### src/rtl/bmp_byte_packer.sv
// bmp_byte_packer: serializes 24-bit RGB pixels into BMP byte order (B, G, R),
// appending zero bytes so every row is a multiple of four bytes long.
// Optional feature macro: BMP_ROW_PAD_EN. When it is undefined, rows are never
// padded and m_last marks the R byte of each row-final pixel.
module bmp_byte_packer #(
  parameter int DST_WIDTH  = 3840,
  parameter int DST_HEIGHT = 2160
) (
  input  logic        clk,
  input  logic        rst,
  input  logic        s_valid,
  output logic        s_ready,
  input  logic [23:0] s_data,
  output logic        m_valid,
  input  logic        m_ready,
  output logic [7:0]  m_data,
  output logic        m_last,
  output logic        frame_done
);

`ifdef BMP_ROW_PAD_EN
  localparam int PADN = (4 - ((DST_WIDTH * 3) % 4)) % 4;
`else
  localparam int PADN = 0;
`endif

  localparam logic [1:0]  PAD_LAST = 2'((PADN > 0) ? PADN - 1 : 0);
  localparam logic [15:0] COL_MAX  = 16'(DST_WIDTH - 1);
  localparam logic [15:0] ROW_MAX  = 16'(DST_HEIGHT - 1);

  typedef enum logic [2:0] {IDLE, BYTE0, BYTE1, BYTE2, PAD} state_t;

  state_t      state;
  logic [23:0] pix;
  logic [15:0] col;
  logic [15:0] row;
  logic [1:0]  pad_cnt;
  logic        eof_pend;   // the row being padded is the last of the frame

  logic last_col, last_row, pad_row;
  assign last_col = (col == COL_MAX);
  assign last_row = (row == ROW_MAX);
  assign pad_row  = last_col && (PADN > 0);

  // Accept a new pixel when idle, or in the R-byte cycle as it drains
  // (back-to-back), unless that R byte is followed by row padding.
  assign s_ready = !rst && ((state == IDLE) ||
                            (state == BYTE2 && m_ready && !pad_row));

  // Byte sequencer with registered output stage and position counters.
  always_ff @(posedge clk) begin
    if (rst) begin
      state      <= IDLE;
      pix        <= '0;
      col        <= '0;
      row        <= '0;
      pad_cnt    <= '0;
      eof_pend   <= 1'b0;
      m_valid    <= 1'b0;
      m_data     <= 8'h00;
      m_last     <= 1'b0;
      frame_done <= 1'b0;
    end else begin
      frame_done <= 1'b0;
      case (state)
        IDLE: begin
          if (s_valid) begin
            pix     <= s_data;
            m_data  <= s_data[7:0];
            m_valid <= 1'b1;
            m_last  <= 1'b0;
            state   <= BYTE0;
          end
        end
        BYTE0: begin
          if (m_ready) begin
            m_data <= pix[15:8];
            state  <= BYTE1;
          end
        end
        BYTE1: begin
          if (m_ready) begin
            m_data <= pix[23:16];
            m_last <= last_col && (PADN == 0);
            state  <= BYTE2;
          end
        end
        BYTE2: begin
          if (m_ready) begin
            if (last_col) begin
              col <= '0;
              row <= last_row ? 16'd0 : row + 16'd1;
            end else begin
              col <= col + 16'd1;
            end
            if (pad_row) begin
              state    <= PAD;
              pad_cnt  <= 2'd0;
              m_data   <= 8'h00;
              m_last   <= (PAD_LAST == 2'd0);
              eof_pend <= last_row;
            end else begin
              frame_done <= last_col && last_row;
              if (s_valid) begin
                pix     <= s_data;
                m_data  <= s_data[7:0];
                m_last  <= 1'b0;
                state   <= BYTE0;
              end else begin
                m_valid <= 1'b0;
                m_data  <= 8'h00;
                m_last  <= 1'b0;
                state   <= IDLE;
              end
            end
          end
        end
        PAD: begin
          if (m_ready) begin
            if (pad_cnt == PAD_LAST) begin
              m_valid    <= 1'b0;
              m_last     <= 1'b0;
              frame_done <= eof_pend;
              state      <= IDLE;
            end else begin
              pad_cnt <= pad_cnt + 2'd1;
              m_last  <= (pad_cnt + 2'd1 == PAD_LAST);
            end
          end
        end
        default: state <= IDLE;
      endcase
    end
  end

endmodule

### config.mk
export PLATFORM = sky130hd
export DESIGN_NAME = bmp_byte_packer
export DESIGN_NICKNAME = d
export VERILOG_FILES = /design/src/rtl/bmp_byte_packer.sv
export SDC_FILE = /design/constraint.sdc
export NUM_CORES = 1
export LEC_CHECK = 0
export ABC_AREA = 1
export BUFFER_PORTS_ARGS = -buffer_cell sky130_fd_sc_hd__buf_2
export CAP_MARGIN = 40
export CELL_PAD_IN_SITES_DETAIL_PLACEMENT = 2
export CELL_PAD_IN_SITES_GLOBAL_PLACEMENT = 2
export CORE_MARGIN = 4
export CORE_UTILIZATION = 30
export DETAILED_ROUTE_END_ITERATION = 8
export PLACE_DENSITY = 0.76
export SYNTH_ARGS = -nofsm -noshare
export SYNTH_HDL_FRONTEND = slang
export SYNTH_SLANG_ARGS = --single-unit
### constraint.sdc
create_clock -name clk -period 4.65 [get_ports clk]
set_input_delay 0.93 -clock clk [delete_from_list [all_inputs] [get_ports clk]]
set_output_delay 0.93 -clock clk [all_outputs]
set_load 0.01 [all_outputs]
* Word level (Yosys, flattened, before mapping) *
Cells that the tools add are included.

storage, ports and cells
  register bits after elaboration = 72
  input bits = 28
  output and inout bits = 12
  word-level logic and storage cells = 80

operators by class
  $add $sub $neg = 3
  equality and inequality tests = 13
  multiplexer cells = 31
  bitwise logic cells = 3
  reduce and logical (&&, ||, !) cells = 21

operators by type and width
  operator                                                                  number
  24-bit two-way mux                                                        2
  24-bit one-hot mux with 2 select lines                                    1
  8-bit two-way mux                                                         5
  16-bit by 1-bit adder with 16-bit output (second input constant)          2
  16-bit by 12-bit equality test with 1-bit output (second input constant)  2
  16-bit two-way mux                                                        2
  8-bit one-hot mux with 4 select lines                                     1
  3-bit two-way mux                                                         6
  3-bit one-hot mux with 5 select lines                                     1
  2-bit inequality test (second input constant)                             7
  6-bit AND reduction                                                       2
  1-bit two-way mux                                                         11
  5-bit AND reduction                                                       2
  4-bit nonzero test                                                        2
  3-bit by 2-bit equality test with 1-bit output (second input constant)    2
  3-bit AND reduction                                                       2
  2-bit zero test                                                           2
  1-bit one-hot mux with 4 select lines                                     1
  2-bit AND reduction                                                       2
  3-bit by 1-bit equality test with 1-bit output (second input constant)    1
  3-bit equality test (second input constant)                               1
  1-bit logical AND                                                         3
  3-bit zero test                                                           1
  1-bit inverter                                                            3
  7 further kinds                                                           7

* Longest topological paths before layout *
  word-level depth = 5
  gate-level depth with buffers = 11
  depth with buffers taken out = 10

* Worst setup path after synthesis *
No wires, ideal clock.

  path kind = input -> output
  from = input rst
  to = output s_ready
  arrival = 1546 ps
  required time = 3720 ps
  slack = 2174 ps
  stages = 3
  path buffers = 2
  cells stage by stage = clkbuf_1 clkbuf_1 a21oi_1

on the way
  longest elaborated chain between the ends = 2

RTL lines
  what                line  source
  start: declaration  10    input logic rst,
  1-bit zero test     47    assign s_ready = !rst && ((state == IDLE) ||
  1-bit logical AND   47
  end: declaration    12    output logic s_ready,

Every way passes these cells.

* Worst setup path in the final report *
  from = register state[1]
  to = output s_ready

on the way
  longest elaborated chain between the ends = 4
  elaborated cells between the ends (all ways) = 5
  classes of those cells = 1 x eq/ne; 4 x reduce/logical

RTL lines
  what                                            line  source
  start: declaration                              33    state_t state;
  start signal: assignment                        53    state <= IDLE;
  start signal: assignment                        72    state <= BYTE0;
  start signal: assignment                        78    state <= BYTE1;
  3-bit by 2-bit equality test with 1-bit output  48    (state == BYTE2 && m_ready && !pad_row));
  1-bit logical AND                               48
  1-bit logical OR *                              47
  1-bit logical AND *                             47

Every way passes the cells marked *; elsewhere a longest branch is shown, timed or not.

==> run metrics <==
status complete, no violations; fin crit share 0.531; Initial Util 0.308; Max VDD drop between 0.15 and 0.2 mV; ANT cells 0; total track usage 0.163; clk slew on worst S/H paths approximately 0.070 ns; sequential element share of the synthesized area 0.386; Max-Cap Viols 0; post-synth top area cell dfxtp_1; port bufs 39; Synth top area share 0.386; hold buffers post-CTS 0; gpl congestion 0.779; Mean Syn Cell Area around 6.7 sq um; RSZ-0062 raised after global routing false; number of H-tree levels 3; clock buffer depth 2; CTS Buf Count 9; Hold Path Class register to register; Worst Path Required around 3.7 ns; vias after detailed routing between 3000 and 4000; top_reg_cell synth dfxtp_1; die area 12200 sq um; # setup viols final 0; post-CTS setup buffer count 0; dominant cells by area after synthesis dfxtp_1, nand2_1, nor2_1, inv_1, o21ai_0; WL per Instance around 15 um; Leak approximately 0.0016 uW; pin count of the biggest net entering global routing 36; Final Hold Viols 0; Critical Path Max Stage Delay between 0.4 and 0.5 ns; Post-synth EDFFs 0; Max Clock Skew ~0.0084 ns; clk root buf clkbuf_8; first-pass GRT wire length about 16000 um; number of synthesized register bits 61; worst rel slew slack 0.488; initial drt markers 78; initial antenna violation count 0; crit path capture type output port; final WL about 9600 um; TritonRoute pass-1 iters 4; Slew Limit Fails 0; setup tns final 0 ns; CP arrival roughly 1.5 ns; critical path startpoint category register; commonest cells in the netlist nand2_1, nor2_1, dfxtp_1; Final Critical Period around 2.5 ns; Buf/Inv on CP 1; kind of critical path register to output port; Die Y-Extent around 110 um; fmax 405 MHz; nets about 540; Core ar. a little over 10000 sq um; Ports 40; layout cells sized above 1 0.150; Final HPWL DP 7210 um; Cell Chain, Critical Path ha_1, nand2_4, a21oi_1, buf_2; Crit-path slowest cell dfxtp_1; final core utilization 0.358; syn nets approximately 510; Post-DRT Antenna Nets 0; P&R area growth vs syn 16.4%; CTS resizes 0; Ys Warns 0; CTS tree yes; Worst-Skew Late Latency 0.35 ns; crit-path leading delay family flip-flops; # rows 37; CTS sink count 61; top-count cell post-synth nand2_1; PwrDens about 460 nW/um^2; CP max FO 7; mapped cell area roughly 3200 sq um; synth unique cells 33; DR vias/cell around 4.9; async set-reset flop share out of synthesis 0; vias in the first global route 3400; grt total ovfl 0; Cells after Synth 470; Die Wd 111 um; slew of the pin with the lowest slew margin 0.768 ns; DRC Markers 0
through the flow:
stage	instances	total power [uW]	hold slack [ns]	worst slack (ns)	instance area (sq um)
6_report	648	1690	0.491	2.18	3680
5_1_grt	648	1820	0.517	2.01	3680
4_1_cts	648	1730	0.496	2.13	3680
3_5_place_dp	632	1200	0.478	2.05	3470
3_3_place_gp	631	1170	0.464	2.07	3460
2_1_floorplan	470	1030	0.455	2.17	3160
sequential cells by signal, indices dropped and copies added, names as in the netlist:
register    flops
col            16
state           2
pix            16
row            16
frame_done      1
m_last          1
m_data          8
m_valid         1
layout by cell type (no fill, tap or decap), drive strengths merged:
cell	instances
nor2	100
a21oi	31
clkinv	3
dfxtp	61
a22o	8
o21bai	1
xor2	3
o21a	8
bufinv	1
nand2	112
nor3	9
o21ai	36
nor4	1
xnor2	1
a31oi	3
ha	7
nand4	3
clkbuf	12
nand3b	2
buf	40
a211oi	1
or2	2
inv	52
nand3	15
per-layer routing:
layer  track usage  wire [um]
met3        0.0433        333
met4        0.0476        112
met2         0.299       4980
met1         0.184       4160
met5             0          0
worst paths after layout:
check	start	end	slack (ns)	cells after the start
setup reg to reg	state[0]$_SDFFE_PP0P_	pix[18]$_SDFFE_PP0P_	2.37	7
setup / recovery	state[1]$_SDFFE_PP0P_	s_ready	2.18	4
hold / removal	pix[15]$_SDFFE_PP0P_	pix[15]$_SDFFE_PP0P_	0.49	2
hold reg to reg	pix[15]$_SDFFE_PP0P_	pix[15]$_SDFFE_PP0P_	0.49	2
final cells by class:
| class | count | area (sq um) |
|---|---|---|
| Fill cell | 1305 | 6600 |
| Multi-Input combinational cell | 343 | 1680 |
| Sequential cell | 61 | 1220 |
| Timing Repair Buffer | 40 | 203 |
| Inverter | 52 | 198 |
| Tap cell | 136 | 170 |
| Clock buffer | 12 | 165 |
| Clock inverter | 4 | 45.0 |
where the power goes:
part	switching, uW	leakage [uW]	internal (uW)
logic	332	0.000946	183
registers	55.1	0.000498	615
clock network	219	0.000112	289
worst min-delay path: stages (launching register included):
cell	delay, ns
dfxtp_1	0.33
nor2_1	0.05
nor2_1	0.08
kinds of logic (layout without fill, tap and decap cells):
kind of cell,count (synthesis),in the layout,synth area share
and+or+nand+nor,244,244,0.331
AOI/OAI and AO/OA,88,88,0.160
buffers and inverters,66,108,0.0835
DFF,61,61,0.386
adders and majority gates,7,7,0.0277
xor gates and xnor gates,4,4,0.0111
Power figures use the tool's default switching activity.
